File: src/rtl/alu_pkg.sv
// Shared constants for the ALU operand stage and its register file.
package alu_pkg;
   localparam int XLEN = 32;
   localparam int NREG = 32;
   localparam int RW   = $clog2(NREG);
   localparam int OPW  = 7;

   localparam logic [OPW-1:0] OP_ADD = 7'd0;
   localparam logic [OPW-1:0] OP_SUB = 7'd1;
endpackage

File: src/rtl/regfile_2r1w.sv
// NREG x XLEN register file: two async read ports, one sync write port, x0 hardwired to zero.
module regfile_2r1w #(
   parameter int XLEN = 32,
   parameter int NREG = 32,
   parameter int RW   = $clog2(NREG)
) (
   input  logic            clk,
   input  logic            rst,
   input  logic            we_i,
   input  logic [RW-1:0]   waddr_i,
   input  logic [XLEN-1:0] wdata_i,
   input  logic [RW-1:0]   raddr1_i,
   output logic [XLEN-1:0] rdata1_o,
   input  logic [RW-1:0]   raddr2_i,
   output logic [XLEN-1:0] rdata2_o
);
   logic [XLEN-1:0] mem_q [NREG];

   // Storage: async clear, writes to x0 dropped so it never holds a value.
   always_ff @(posedge clk or posedge rst) begin
      if (rst) begin
         for (int i = 0; i < NREG; i++) mem_q[i] <= '0;
      end else if (we_i && (waddr_i != '0)) begin
         mem_q[waddr_i] <= wdata_i;
      end
   end

   // Read ports: x0 forced to zero regardless of array content.
   always_comb begin
      rdata1_o = (raddr1_i == '0) ? '0 : mem_q[raddr1_i];
      rdata2_o = (raddr2_i == '0) ? '0 : mem_q[raddr2_i];
   end
endmodule

File: src/rtl/alu_operand_stage.sv
// Issue stage ahead of the ALU: register file, RAW/WAW scoreboard, writeback
// bypass and a one-entry registered output toward the ALU.
module alu_operand_stage #(
   parameter int XLEN = 32,
   parameter int NREG = 32,
   parameter int OPW  = 7,
   parameter int RW   = $clog2(NREG)
) (
   input  logic            clk,
   input  logic            rst,
   input  logic            in_valid,
   output logic            in_ready,
   input  logic [OPW-1:0]  in_op,
   input  logic [RW-1:0]   in_rs1,
   input  logic [RW-1:0]   in_rs2,
   input  logic [RW-1:0]   in_rd,
   input  logic [XLEN-1:0] in_imm,
   input  logic            in_use_imm,
   output logic            out_valid,
   input  logic            out_ready,
   output logic [XLEN-1:0] alu_a,
   output logic [XLEN-1:0] alu_b,
   output logic [OPW-1:0]  alu_op,
   output logic [RW-1:0]   out_rd,
   input  logic            wb_en,
   input  logic [RW-1:0]   wb_rd,
   input  logic [XLEN-1:0] wb_data
);
   import alu_pkg::*;

   logic [XLEN-1:0] rf_rd1, rf_rd2;
   logic [XLEN-1:0] opa, opb;
   logic [NREG-1:0] pend_q, pend_d;
   logic            hz, accept;
   logic            vld_q, vld_d;
   logic [XLEN-1:0] a_q, b_q;
   logic [OPW-1:0]  op_q;
   logic [RW-1:0]   rd_q;

   regfile_2r1w #(.XLEN(XLEN), .NREG(NREG), .RW(RW)) u_rf (
      .clk      (clk),
      .rst      (rst),
      .we_i     (wb_en),
      .waddr_i  (wb_rd),
      .wdata_i  (wb_data),
      .raddr1_i (in_rs1),
      .rdata1_o (rf_rd1),
      .raddr2_i (in_rs2),
      .rdata2_o (rf_rd2)
   );

   // Hazard: a source (or the destination, for WAW) is pending and not being
   // written back this same cycle. pend_q[0] is never set, so x0 never stalls.
   always_comb begin
      hz = (pend_q[in_rs1] && !(wb_en && wb_rd == in_rs1))
         || (!in_use_imm && pend_q[in_rs2] && !(wb_en && wb_rd == in_rs2))
         || (pend_q[in_rd] && !(wb_en && wb_rd == in_rd));
      in_ready = !hz && (!vld_q || out_ready);
      accept   = in_valid && in_ready;
   end

   // Bypass: a same-cycle writeback to a nonzero source wins over the array.
   always_comb begin
      opa = (wb_en && wb_rd == in_rs1 && in_rs1 != '0) ? wb_data : rf_rd1;
      opb = in_use_imm ? in_imm
          : ((wb_en && wb_rd == in_rs2 && in_rs2 != '0) ? wb_data : rf_rd2);
   end

   // Scoreboard next state: clear on writeback first, so a same-edge set wins.
   always_comb begin
      pend_d = pend_q;
      if (wb_en && wb_rd != '0) pend_d[wb_rd] = 1'b0;
      if (accept && in_rd != '0) pend_d[in_rd] = 1'b1;
      vld_d = accept ? 1'b1 : (out_ready ? 1'b0 : vld_q);
   end

   // Scoreboard and output register; fields load only on accept and hold otherwise.
   always_ff @(posedge clk or posedge rst) begin
      if (rst) begin
         pend_q <= '0;
         vld_q  <= 1'b0;
         a_q    <= '0;
         b_q    <= '0;
         op_q   <= OP_ADD;
         rd_q   <= '0;
      end else begin
         pend_q <= pend_d;
         vld_q  <= vld_d;
         if (accept) begin
            a_q  <= opa;
            b_q  <= opb;
            op_q <= in_op;
            rd_q <= in_rd;
         end
      end
   end

   assign out_valid = vld_q;
   assign alu_a     = a_q;
   assign alu_b     = b_q;
   assign alu_op    = op_q;
   assign out_rd    = rd_q;
endmodule

File: config.mk
export PLATFORM = sky130hd
export DESIGN_NAME = alu_operand_stage
export DESIGN_NICKNAME = d
export VERILOG_FILES = /design/src/rtl/alu_pkg.sv /design/src/rtl/regfile_2r1w.sv /design/src/rtl/alu_operand_stage.sv
export SDC_FILE = /design/constraint.sdc
export NUM_CORES = 2
export LEC_CHECK = 0
export ABC_AREA = 1
export CAP_MARGIN = 20
export CORE_MARGIN = 4
export CORE_UTILIZATION = 40
export CTS_BUF_LIST = sky130_fd_sc_hd__clkbuf_16
export DETAILED_ROUTE_END_ITERATION = 10
export HOLD_SLACK_MARGIN = 0.15
export PLACE_DENSITY = 0.59
export RECOVER_POWER = 100
export SYNTH_ARGS = -nofsm -noshare
export SYNTH_HDL_FRONTEND = slang
export SYNTH_SLANG_ARGS = --single-unit
File: constraint.sdc
create_clock -name clk -period 121.5 [get_ports clk]
set_clock_uncertainty 0.05 [all_clocks]
set_input_delay 24.3 -clock clk [delete_from_list [all_inputs] [get_ports clk]]
set_output_delay 24.3 -clock clk [all_outputs]
set_load 0.005 [all_outputs]
==> flow_summary.json <==
{
  "period_minus_slack_ns": 58.53,
  "hold_path.class": "reg2reg",
  "start_kind": "input port",
  "p_leak_nw": 30.5,
  "die_x_um": 401,
  "finalHoldViolCount": 0,
  "grt_use_total_pct": 28.2,
  "rsz0062_at_grt": "false",
  "required_ns": 97.15,
  "yosys.area.top_type_share_pct": 45.9,
  "cts_resized": 0,
  "cts_setup_buffers": 0,
  "post-synth-top-area-cell": "dfrtp_1",
  "antenna_left": 0,
  "ctsHtreeMaxLevel": 4,
  "seq_area_um2": 28400,
  "clk_pin_slew_ns": 0.06,
  "port_buffers": 174,
  "drt_wl_total_mm": 234,
  "worst_path_most_repeated_cell": "nand3_1",
  "crit_path_top_delay_cell": "clkbuf_1",
  "dp_hpwl_mm": 126,
  "fin_nets": 8049,
  "cp.arrival_ns": 34.18,
  "drive_gt1_share_pct": 3.07,
  "ys_seq_elements": 1133,
  "worst-path-buf-inv": 4,
  "cts_tree": "done",
  "fin_setup_tns_ns": 0,
  "yosys_warnings": 0,
  "path_cells": "clkbuf_1 -> clkbuf_1 -> nand2_1 -> nand3_1 -> nand3_1 -> nand3_1 -> nand2_1 -> nand2_1 -> nand3_1 -> nand3_1 -> inv_1 -> dlygate4sd3_1",
  "cts_buffers": 133,
  "grt_overflow": 0,
  "drv_cap": 57,
  "async_reset_ff_share_pct": 100,
  "rows": 143,
  "synth-main-ff-cell": "dfrtp_1",
  "vias": 58877,
  "fillerInstances": 15611,
  "p_total_mw": 1.10,
  "slew_viol_final": 3494,
  "syn_inst": 8391,
  "setup_violations": 0,
  "syn_nets": 8488,
  "firstDrtPassIters": 7,
  "grt_max_degree": 242,
  "gpl.final_weighted_congestion": 0.878,
  "holdBufCountCts": 0,
  "multi_input_area_um2": 27800,
  "root_buffer": "clkbuf_16",
  "timing.hold.ws_ns": 0.341,
  "final_core_util_pct": 44.0,
  "wl_per_cell_um": 23.2,
  "dieHeight_um": 401,
  "worstSetupEndpointType": "output port",
  "core_um2": 153000,
  "cts-root-to-sink-buffers": 3,
  "synth_edf_count": 0,
  "yosysMostFrequentCell": "nand2_1",
  "syn2layout_area_growth_pct": 8.90,
  "crit_fanout": 170,
  "yosysSeqAreaShare_pct": 45.9,
  "initial_core_util_pct": 40.4,
  "ys_types": 21,
  "synth_area_leaders": "dfrtp_1 46%, o21ai_0 12%, nand2_1 12%",
  "finalCritPeriodShare_pct": 48.2,
  "grt_pass1_wl_mm": 352,
  "crit_family": "buffers and inverters",
  "die-area_um2": 161000,
  "crit_type": "in2out",
  "max_slew.worst_pin.slew_ns": 9.02,
  "grt_pass1_vias": 55154,
  "status": "finished with violations",
  "clock_latency_ns": 0.78,
  "cts.sinks": 1133,
  "ir_drop_mv": 0.0112,
  "drc_errors": 0,
  "slowest_delay_ns": 4.72,
  "viasPerCell": 5.85,
  "antenna_found_initial": 4,
  "drtIter0Drc": 7098,
  "p_per_area_nw_per_um2": 16.3,
  "pin_count": 175,
  "syn_area_per_cell_um2": 7.37,
  "synth_common_cells": "2,025 x nand2_1, 1,523 x o21ai_0, 1,133 x dfrtp_1",
  "timing.fmax_mhz": 17.1,
  "violations": "max-capacitance violations, max-slew violations",
  "max-slew-margin-rel_pct": -501,
  "synth_area_um2": 61800
}
-- cell type report --
class	instances	area share, %
well taps	2030	3.77
diodes	2	0.00744
inverters	602	3.38
clock buffers	141	5.24
repair buffers	269	3.47
flip-flops and latches	1133	42.1
clock inverters	78	0.658
multi-input cells	5813	41.3
-- logic make-up (layout without fill, tap and decap cells) --
group	Yosys count	count (layout)	share of synthesized area, %
AO/OA/AOI/OAI	2630	2630	23.4
XOR/XNOR	2	2	0.0283
buffers and inverters	1445	1090	9.22
flip-flops	1133	1133	45.9
other	0	2	0
AND/OR/NAND/NOR	3181	3181	21.5
-- path summary, 6_finish.rpt --
kind                       cells after the start             from  slack, ns         endpoint
max                                           12        in_rs2[0]      62.97         in_ready
min                                            0  u_rf.mem_q[999]       0.34  u_rf.mem_q[999]
max reg2reg                                   14       pend_q[29]     114.05        alu_a[17]
min reg2reg                                    0  u_rf.mem_q[999]       0.34  u_rf.mem_q[999]
max in group asynchronous                      5              rst      81.84        alu_a[30]
min in group asynchronous                      2              rst      25.61        alu_a[21]
-- layout by cell type (no fill, tap or decap), types with 3 or more instances in the layout --
cell / count
nand2_1: 2021
o21ai_0: 1523
dfrtp_1: 1133
nand3_1: 1038
inv_1: 613
a21oi_1: 583
o211ai_1: 516
clkbuf_16: 141
nor2_1: 94
dlygate4sd3_1: 82
clkdlybuf4s50_1: 81
buf_4: 49
clkbuf_1: 45
clkinv_1: 31
nor3_1: 17
clkinv_2: 15
inv_2: 8
o22ai_1: 7
nand2_4: 4
nor2_4: 4
bufinv_16: 4
buf_8: 3
buf_2: 3
buf_12: 3
-- where the power goes --
| group | total, mW | switching, mW | internal [mW] |
|---|---|---|---|
| registers | 0.499 | 0.0476 | 0.451 |
| clock network | 0.378 | 0.162 | 0.215 |
| logic | 0.219 | 0.138 | 0.0803 |
| total | 1.10 | 0.348 | 0.747 |
-- metrics by stage --
stage	setup WS (ns)	area, µm²	std cells
floorplan	65.24	61800	8391
global placement	69.79	63600	9841
detailed placement	69.77	63700	9844
CTS	69.77	67600	10063
global route	62.18	67300	10067
finish	62.97	67300	10068
-- routing by layer --
layer	part of all wire [%]	up-vias	wire length [µm]	GRT usage [%]
li1	-	27357	-	-
met1	42	28305	97200	37.4
met2	46	2633	107000	45.2
met3	7.8	580	18200	4.60
met4	4.9	2	11500	13.3
met5	0.0056	-	13	0
-- sequential cells by signal, indices dropped and copies added, names as in the netlist --
| register | flops |
|---|---|
| alu_a | 32 |
| pend_q | 32 |
| alu_b | 32 |
| alu_op | 7 |
| u_rf.mem_q | 1024 |
| out_rd | 5 |
| out_valid | 1 |
(Power assumes the default switching activity.)
